### src/rtl/ctrl_cmd_pkg.sv
// Shared constants, bus payload layouts and FSM encoding for the control command engine.
package ctrl_cmd_pkg;

  localparam int unsigned DATA_W = 32;
  localparam int unsigned REG_W  = 16;
  localparam int unsigned ADDR_W = 8;
  localparam int unsigned ERR_W  = 8;

  // Command/response field bit positions
  localparam int unsigned OPC_MSB  = 31;
  localparam int unsigned OPC_LSB  = 28;
  localparam int unsigned TAG_MSB  = 27;
  localparam int unsigned TAG_LSB  = 24;
  localparam int unsigned ADDR_MSB = 23;
  localparam int unsigned ADDR_LSB = 16;
  localparam int unsigned DATA_MSB = 15;
  localparam int unsigned DATA_LSB = 0;

  localparam int unsigned NUM_RW_REGS  = 6;
  localparam int unsigned ERR_REG_ADDR = 6;
  localparam int unsigned VER_REG_ADDR = 7;

  localparam logic [3:0] OP_NOP   = 4'h0;
  localparam logic [3:0] OP_WRITE = 4'h1;
  localparam logic [3:0] OP_READ  = 4'h2;

  localparam logic [3:0] ST_OK  = 4'h8;
  localparam logic [3:0] ST_ERR = 4'hE;

  typedef enum logic [1:0] {
    S_IDLE = 2'd0,
    S_EXEC = 2'd1,
    S_RESP = 2'd2
  } state_e;

  typedef struct packed {
    logic [3:0]        opcode;
    logic [3:0]        tag;
    logic [ADDR_W-1:0] addr;
    logic [REG_W-1:0]  data;
  } cmd_t;

  typedef struct packed {
    logic [3:0]        status;
    logic [3:0]        tag;
    logic [ADDR_W-1:0] addr;
    logic [REG_W-1:0]  data;
  } resp_t;

  function automatic logic [ERR_W-1:0] sat_add(input logic [ERR_W-1:0] a, input logic [1:0] inc);
    logic [ERR_W:0] sum;
    sum = {1'b0, a} + (ERR_W+1)'(inc);
    return sum[ERR_W] ? {ERR_W{1'b1}} : sum[ERR_W-1:0];
  endfunction

endpackage

### src/rtl/ctrl_regfile.sv
// Control register storage: writable regs 0-5, error-count/version read-only views, live ctrl outputs.
module ctrl_regfile
  import ctrl_cmd_pkg::*;
#(
  parameter int unsigned     NREGS   = 8,
  parameter logic [REG_W-1:0] VERSION = 16'h0001
) (
  input  logic              clk,
  input  logic              reset,
  input  logic              we,
  input  logic [ADDR_W-1:0] addr,
  input  logic [REG_W-1:0]  wdata,
  input  logic [ERR_W-1:0]  err_cnt,
  output logic [REG_W-1:0]  rdata_c,
  output logic              wr_ok_c,
  output logic              rd_ok_c,
  output logic [REG_W-1:0]  ctrl0,
  output logic [REG_W-1:0]  ctrl1
);

  localparam int unsigned IDX_W = (NREGS > 1) ? $clog2(NREGS) : 1;

  logic [REG_W-1:0] regs [NREGS];
  logic [IDX_W-1:0] idx;
  logic             in_range;

  assign idx      = addr[IDX_W-1:0];
  assign in_range = 32'(addr) < NREGS;
  assign rd_ok_c  = in_range;
  assign wr_ok_c  = in_range && (32'(addr) < NUM_RW_REGS);

  // Read mux: regs 6 and 7 are views, not storage
  always_comb begin
    rdata_c = '0;
    if (32'(addr) == ERR_REG_ADDR) begin
      rdata_c = {8'h00, err_cnt};
    end else if (32'(addr) == VER_REG_ADDR) begin
      rdata_c = VERSION;
    end else if (in_range) begin
      rdata_c = regs[idx];
    end
  end

  // ctrl outputs trail storage by one cycle so a write shows two cycles after accept
  always_ff @(posedge clk) begin
    if (reset) begin
      for (int unsigned i = 0; i < NREGS; i++) regs[i] <= '0;
      ctrl0 <= '0;
      ctrl1 <= '0;
    end else begin
      if (we && wr_ok_c) regs[idx] <= wdata;
      ctrl0 <= regs[0];
      ctrl1 <= regs[1];
    end
  end

endmodule

### src/rtl/ctrl_cmd_engine.sv
// Command engine: accepts one command word, executes it against the register file, emits a response.
module ctrl_cmd_engine
  import ctrl_cmd_pkg::*;
#(
  parameter int unsigned      FT_DATA_WIDTH = 32,
  parameter int unsigned      NREGS         = 8,
  parameter logic [REG_W-1:0] VERSION       = 16'h0001
) (
  input  logic                     clk,
  input  logic                     reset,
  input  logic [FT_DATA_WIDTH-1:0] cmd_data_i,
  input  logic                     cmd_we_i,
  output logic                     cmd_ready_o,
  output logic [FT_DATA_WIDTH-1:0] resp_data_o,
  output logic                     resp_we_o,
  input  logic                     resp_full_i,
  output logic [REG_W-1:0]         ctrl0_o,
  output logic [REG_W-1:0]         ctrl1_o,
  output logic [ERR_W-1:0]         err_cnt_o
);

  state_e           state_q, state_d;
  cmd_t             cmd_q, cmd_d, cmd_in;
  resp_t            resp_q, resp_d;
  logic             rdy_q, rdy_d;
  logic             resp_we_q, resp_we_d;
  logic [ERR_W-1:0] err_q, err_d;
  logic             drop_c, dec_err_c, reg_we_c;
  logic [REG_W-1:0] rdata_c;
  logic             wr_ok_c, rd_ok_c;

  assign cmd_in = cmd_data_i;

  ctrl_regfile #(
    .NREGS   (NREGS),
    .VERSION (VERSION)
  ) u_regfile (
    .clk     (clk),
    .reset   (reset),
    .we      (reg_we_c),
    .addr    (cmd_q.addr),
    .wdata   (cmd_q.data),
    .err_cnt (err_q),
    .rdata_c (rdata_c),
    .wr_ok_c (wr_ok_c),
    .rd_ok_c (rd_ok_c),
    .ctrl0   (ctrl0_o),
    .ctrl1   (ctrl1_o)
  );

  // Next-state and next-output decode
  always_comb begin
    state_d   = state_q;
    cmd_d     = cmd_q;
    resp_d    = resp_q;
    rdy_d     = 1'b0;
    resp_we_d = 1'b0;
    reg_we_c  = 1'b0;
    dec_err_c = 1'b0;
    drop_c    = cmd_we_i && !rdy_q;

    unique case (state_q)
      S_IDLE: begin
        if (cmd_we_i && rdy_q) begin
          cmd_d   = cmd_in;
          state_d = S_EXEC;
        end else begin
          rdy_d = 1'b1;
        end
      end
      S_EXEC: begin
        if (cmd_q.opcode == OP_NOP) begin
          state_d = S_IDLE;
          rdy_d   = 1'b1;
        end else if (cmd_q.opcode == OP_WRITE && wr_ok_c) begin
          reg_we_c = 1'b1;
          state_d  = S_IDLE;
          rdy_d    = 1'b1;
        end else begin
          state_d     = S_RESP;
          resp_we_d   = !resp_full_i;
          resp_d.tag  = cmd_q.tag;
          resp_d.addr = cmd_q.addr;
          if (cmd_q.opcode == OP_READ && rd_ok_c) begin
            resp_d.status = ST_OK;
            resp_d.data   = rdata_c;
          end else begin
            resp_d.status = ST_ERR;
            resp_d.data   = '0;
            dec_err_c     = 1'b1;
          end
        end
      end
      S_RESP: begin
        if (resp_we_q) begin
          state_d = S_IDLE;
          rdy_d   = 1'b1;
        end else begin
          resp_we_d = !resp_full_i;
        end
      end
      default: state_d = S_IDLE;
    endcase

    err_d = sat_add(err_q, 2'(drop_c) + 2'(dec_err_c));
  end

  always_ff @(posedge clk) begin
    if (reset) begin
      state_q   <= S_IDLE;
      cmd_q     <= '0;
      resp_q    <= '0;
      rdy_q     <= 1'b0;
      resp_we_q <= 1'b0;
      err_q     <= '0;
    end else begin
      state_q   <= state_d;
      cmd_q     <= cmd_d;
      resp_q    <= resp_d;
      rdy_q     <= rdy_d;
      resp_we_q <= resp_we_d;
      err_q     <= err_d;
    end
  end

  assign cmd_ready_o = rdy_q;
  assign resp_we_o   = resp_we_q;
  assign resp_data_o = resp_q;
  assign err_cnt_o   = err_q;

endmodule

### config.mk
export PLATFORM = sky130hd
export DESIGN_NAME = ctrl_cmd_engine
export DESIGN_NICKNAME = d
export VERILOG_FILES = /design/src/rtl/ctrl_cmd_pkg.sv /design/src/rtl/ctrl_regfile.sv /design/src/rtl/ctrl_cmd_engine.sv
export SDC_FILE = /design/constraint.sdc
export NUM_CORES = 1
export LEC_CHECK = 0
export CAP_MARGIN = 20
export CORE_ASPECT_RATIO = 0.7
export CORE_UTILIZATION = 50
export DETAILED_ROUTE_END_ITERATION = 10
export PLACE_DENSITY = 0.82
export RECOVER_POWER = 25
export SYNTH_ARGS = -nofsm -noshare
export SYNTH_HDL_FRONTEND = slang
export SYNTH_HIERARCHICAL = 1
export SYNTH_SLANG_ARGS = --single-unit
### constraint.sdc
create_clock -name clk -period 7.7 [get_ports clk]
set_clock_uncertainty 0.2 [all_clocks]
set_input_delay 1.54 -clock clk [delete_from_list [all_inputs] [get_ports clk]]
set_output_delay 1.54 -clock clk [all_outputs]
set_load 0.01 [all_outputs]
==> summary.md, run 1 <==
Clock tree root buffer cell: clkbuf_16. The final critical delay including setup and external delays is 4080 ps, and the overall die area is 18600 um2. The leading register cell type out of synthesis is dfxtp_1.

The number of synthesized flops with an enable pin works out to 102. Largest area contributor in the synthesized netlist: edfxtp_1. The run finished with clean final reports.

The area of the multi-input gates was 3540 um2. In this run the horizontal extent of the chip is 163 um. Yosys printed 6 warnings. The synthesized design contains 208 register bits. The layout has 1351 filler cells. The total CTS buffers was 20. For the number of resized instances in the post-cts repair step, the log shows 0.

Before CTS, the worst setup slack after placement is 3740 ps. The library cells used most frequently in the layout, excluding fill and tap cells, are 105 x dfxtp_1, 102 x edfxtp_1, 96 x and2_1. Post-CTS timing repair inserted 0 buffers for setup. Wire length per cell: 19.0 um.

Once detailed placement completed, the half-perimeter wirelength came to 14500 um. The wire length on met3 is 2090 um, and the global-route wire length before repair is 32800 um. The detailed router finished its first iteration with 708 violations. STA puts the critical path data required time at 7700 ps. Global routing used 23.4% of the available tracks.

Summed over all cells, the static leakage comes to 3.84 nW. The H-tree depth is 1. Setup repair after global routing left no endpoint under its margin. Clock latency on the worst-skew pair, taken at its later pin, is 490 ps. The average cell area after synthesis came out at 11.3 um2. The core region is 17400 um2.

The logs give 40 for the number of standard-cell rows in the floorplan and 0 for the diode insertion count for antenna repair. Hold repair after CTS inserted 0 buffers. The number of buffers inserted by port buffering works out to 108. TritonCTS built the clock tree. The distinct cell type count of the synthesized netlist is 55, and the number of setup violations in the final report is 0.

CTS saw 208 sinks. The run gives 51.8% as the starting density of the core. For this design the top-level I/O count stands at 110. The routed design uses 9460 um of met2 wire. The clock passes through at most 3 buffers. The worst min-delay path category was register to register. By area the synthesized netlist is led by edfxtp_1 34%, dfxtp_1 24%, and2_1 6.7%, mux2i_1 4.8%, nand2_1 3.5%. The initial antenna violation count was 1.

The die is 114 um tall. The synthesis-to-layout area growth is 21.5%, and the final design area excluding fillers is 11000 um2. In this run the tightest slew margin relative to its limit is 5.85%. The run gives 0 as the remaining antenna violation count.

By startpoint and endpoint, the worst setup path is classified as register to register. After the flow finishes, the layout carries non-filler instances totaling 1135. The portion of the clock cycle consumed by the worst path in the final layout was 53.1%; the remaining global-route overflow was 0. The sort of element at the start of the critical path is a register. The post-detailed-placement cell area was 10200 um2. Of all nets on the critical path, the largest fanout is 20. Cell count after placement: 1097. The fmax was 0.245 GHz; the wire length on met1 was 9490 um. Summing internal, switching and leakage power gives 2.48 mW.

The share of flip-flops with an asynchronous set or reset after synthesis was 0%. For the total number of vias, the log shows 6287. The worst path meets setup with 3620 ps of slack. The mapped netlist covers 9030 um2.

The first TritonRoute pass finished after 6 iterations. The register cell area after layout was 5190 um2. The cell count after synthesis came out at 800. Pin count of the biggest net entering global routing: 131. After synthesis, the largest area contributor takes up 33.9% of total cell area. The worst-case IR drop observed on VDD is 0.000185 V. Wires add up to 21600 um. The post-route netlist has 8.41% of its cells at a drive strength greater than 1. The endpoint kind of the worst setup timing path was a register. For the final sum of negative setup slack, the log shows 0 ps. Dividing the detail-routed via count by the number of cells gives 5.54.

At the end of routability-driven placement, the weighted congestion stood at 0.877. The tools report the via count of the first global-routing pass as 5878. Highest metal layer with signal wires: met4. The tool flagged a number of max-cap violations equal to 0. The hold violation count in the final report was 0; the proportion of synthesized chip area in sequential cells was 57.4%. The power density over the cells was 226 nW/um2. The clock input transition at the sequential cells of the worst setup and hold paths is 60 ps, and the transition time at the pin with the least slew margin is 1410 ps.

The tools report the max-slew violation count as 0. For this run, design rule violations remaining after detail routing come to 0. The endpoint arrival time on the critical path is 4080 ps.

The final layout contains 932 nets. Leaving out fill and tap cells, the most frequent cell in the layout is dfxtp_1.
[path summary, 6_finish.rpt]
| path | from | cells after the start | slack (ps) | to |
|---|---|---|---|---|
| hold / removal | cmd_q[25] | 2 | 260 | cmd_q[25] |
| setup reg to reg | cmd_q[21] | 9 | 3620 | u_regfile/regs[3][2] |
| hold reg to reg | cmd_q[25] | 2 | 260 | cmd_q[25] |
| setup / recovery | cmd_q[21] | 9 | 3620 | u_regfile/regs[3][2] |
[Yosys cell counts (all sizes together), types with 11 or more instances]
cell    number
nand2b      47
buf         38
clkbuf      19
mux2i       43
inv         11
nor2b       48
nor2        17
nand2       86
a21oi       50
dfxtp      106
edfxtp     102
and2        96
o21ai       19
nand4b      17
[worst max-delay path, stage by stage (launching register included)]
cell     delay (ps)
dfxtp_1         340
nor3_2          270
nand2_1         310
inv_1           510
o21ai_0         330
inv_1           150
and4_1          200
nand3_2         420
o31ai_2         740
buf_4           320
[flip-flops by register name, indices dropped and copies added, names as in the netlist]
register and cells:
resp_we_o 1, u_regfile/ctrl0 16, u_regfile/ctrl1 16, resp_data_o 30, err_cnt_o 8, state_q 2, cmd_ready_o 1, u_regfile/regs 102
cmd_q 32
[logic make-up after synthesis]
| group | after synthesis | synth area share, % |
|---|---|---|
| and+or+nand+nor | 346 | 22.9 |
| DFF | 208 | 57.4 |
| AOI/OAI and AO/OA | 113 | 7.48 |
| buffers and inverters | 69 | 4.18 |
| muxes | 55 | 6.89 |
| adders and majority gates | 6 | 0.915 |
| other | 2 | 0.0832 |
| xor gates and xnor gates | 1 | 0.0970 |
[per-layer routing]
metal / track usage (%) / vias to the layer above
li1: - / 2949
met1: 33.9 / 2990
met2: 34.9 / 308
met3: 5.65 / 40
met4: 6.98 / 0
met5: 0 / -
[report_power, final]
part / internal, mW / switching [mW] / total, mW
combinational: 0.0870 / 0.122 / 0.209
sequential: 1.20 / 0.0314 / 1.23
clock: 0.633 / 0.415 / 1.05
total: 1.92 / 0.568 / 2.48
[metrics by stage]
step           hold WS (ps)  util, %
2_1_floorplan           237        -
3_3_place_gp            239     58.6
3_5_place_dp            248     58.7
4_1_cts                 259     62.8
5_1_grt                 274     63.0
6_report                258     63.0
[final cells by class]
| type | count | area share (%) |
|---|---|---|
| Inverter | 12 | 0.422 |
| Sequential cell | 208 | 47.3 |
| Clock inverter | 5 | 0.445 |
| Tap cell | 231 | 2.63 |
| Timing Repair Buffer | 120 | 10.9 |
| Clock buffer | 31 | 6.09 |
| Multi-Input combinational cell | 528 | 32.3 |
(Power assumes the default switching activity.)
==> run 2: changes to the inputs <==
--- a/config.mk
+++ b/config.mk
@@ -9,7 +9,7 @@
 export CORE_ASPECT_RATIO = 0.7
 export CORE_UTILIZATION = 50
 export DETAILED_ROUTE_END_ITERATION = 10
-export PLACE_DENSITY = 0.82
+export PLACE_DENSITY = 0.85
 export RECOVER_POWER = 25
 export SYNTH_ARGS = -nofsm -noshare
 export SYNTH_HDL_FRONTEND = slang
==> constraint.sdc (replaced) <==
create_clock -name clk -period 3.5 [get_ports clk]
set_clock_uncertainty 0.2 [all_clocks]
set_input_delay 0.7 -clock clk [delete_from_list [all_inputs] [get_ports clk]]
set_output_delay 0.7 -clock clk [all_outputs]
set_load 0.01 [all_outputs]
==> run 2 against run 1 <==
Total power up 110%. First-iteration DRC count grew 6.1%. Combinational power grew 130%. Sequential power up 120%. Global-route usage fell by 0.24 points. Design area about the same. Sequential cell count unchanged. Via count about the same.
==> summary.md, run 2 (same netlist as run 1, synthesis figures left out) <==
The run finished with clean final reports. The H-tree depth came out at 1. The half-perimeter wire length after detailed placement came out at 14600 um. In this run the tightest slew margin relative to its limit is 1.41%. The worst setup path is captured at a register. The routed via count divided by cell count is 5.46.

The tools report the endpoint arrival time on the critical path as 3270 ps. The sort of element at the start of the critical path is a register. The register cell area after layout is 5190 um2, and the overall die area is 18600 um2. For the worst-skew pair later-pin latency, the log shows 490 ps. In this run the static leakage power is 3.88 nW.

In the layout the commonest cells are 105 x dfxtp_1, 102 x edfxtp_1, 96 x and2_1. The first global-routing pass estimated 32700 um of wire. For this block, the via count after detailed routing is 6290. The logs give 0 for the initial antenna violation count and 350 ps for the setup slack on the worst flop-to-flop path. The power density over the cells is 479 nW/um2, and the total CTS buffers is 20.

Once the clock tree was built, the setup fixing pass inserted 0 buffers. The number of buffers inserted by port buffering is 108, and the max-capacitance violation count is 0. STA puts the critical path data required time at 3620 ps. The initial utilization of the core area, before any placement, comes to 51.8%. The run gives 0 as the total DRC errors in the routed layout. The worst setup path is of the register to register kind. The run gives 751 as the initial DRC count. Max-slew violation count: 0. Global routing finished with a remaining overflow of 0.

In this run the remaining antenna-violating nets after routing total 0. The number of standard-cell rows in the floorplan is 40, and the final critical delay including setup and external delays is 3150 ps. The tools report the cts-stage hold buffer count as 0. The logs give 208 for the CTS sink count and 0.317 GHz for the fmax. In this run the worst path has a maximum fanout of 9. In this run, post-CTS repair resized a total of 0 instances.

The area of the multi-input gates was 3520 um2; the filler cell count was 1317. Before antenna repair, the detailed router went through 5 iterations. The portion of the clock cycle consumed by the worst path in the final layout was 90.1%. TritonCTS built the clock tree. Setup violations remaining at the end of the flow were counted as 0. The hold violation count in the final report is 0.

The floorplan step set the die height to 114 um. For the weighted congestion at the end of routability-driven global placement, the log shows 0.892. The root buffer cell chosen for the clock tree is clkbuf_16.

The pin count of the biggest net entering global routing was 68; the final core utilization was 63.0%. Clock input transition at the sequential cells of the worst setup and hold paths: 70 ps. Setup repair after global routing left no endpoint under its margin. Setup total negative slack on the finished layout was measured at 0 ps.

The wire length per cell was 18.6 um. Counting flops per register, the top entry is u_regfile/regs. Relative to the synthesized area, the layout overhead comes to 21.6%. The logs give 948 for the net count of the finished layout and 5847 for the via count of the first global-routing pass. The leading cell type in the layout, fill and taps excluded was dfxtp_1.

The register with the most flip-flops in the layout has 102 of them. The worst-case IR drop observed on VDD is 0.000332 V. For the pin with the worst max-slew slack, the measured transition is 1480 ps. The floorplan step set the die width to 163 um. Pin placement for this block handled 110 I/O pins.

The worst min-delay path category was register to register. The tools report the total global routing track utilization as 23.2%. Wires add up to 21400 um. The clock passes through at most 3 buffers. The placeable core area was 17400 um2. Of the cells placed in the final design, the portion with a size suffix greater than 1 is 9.78%.
run 2: routing by layer:
layer	vias up	part of all wire, %	GRT usage (%)
li1	2986	-	-
met1	2974	45	33.7
met2	291	44	36.0
met3	39	8.7	4.74
met4	0	1.9	4.86
met5	-	0	0
run 2: metrics by stage:
step           std cells  worst slack, ps  total power, mW  cell area, um2  hold WS [ps]
3_5_place_dp        1115              435             3.23           10300           244
3_3_place_gp        1115              534             3.21           10300           240
6_report            1152              347             5.26           11000           250
2_1_floorplan        805              108             3.01            9050           237
4_1_cts             1151              423             5.28           11000           257
5_1_grt             1151              193             5.43           11000           289
run 2: critical path, cell delays in order (launching register included):
cell and delay (ps):
dfxtp_1 370, inv_2 120, o21ai_1 380, inv_1 100, nand2b_1 240, a21boi_4 170
nand2_1 80, fa_1 420, inv_1 100, ha_1 200, and3_1 300, and4_1 240
nor3_1 60
run 2: final timing paths:
kind,startpoint,end,depth (start not counted)
worst max-delay path,cmd_q[17],err_cnt_o[6],12
worst min-delay path,resp_data_o[31],resp_data_o[31],2
worst max register to register,cmd_q[17],err_cnt_o[6],12
worst min register to register,resp_data_o[31],resp_data_o[31],2
run 2: area by class of cell:
class | count | area share (%)
Antenna cell | 1 | 0.0228
Clock inverter | 3 | 0.125
Sequential cell | 208 | 47.2
Timing Repair Buffer | 136 | 11.8
Clock buffer | 33 | 5.68
Tap cell | 231 | 2.63
Multi-Input combinational cell | 528 | 32.1
Inverter | 12 | 0.422
run 2: power by group:
part,switching (mW),internal [mW]
clock network,0.866,1.22
registers,0.0663,2.63
logic,0.280,0.202
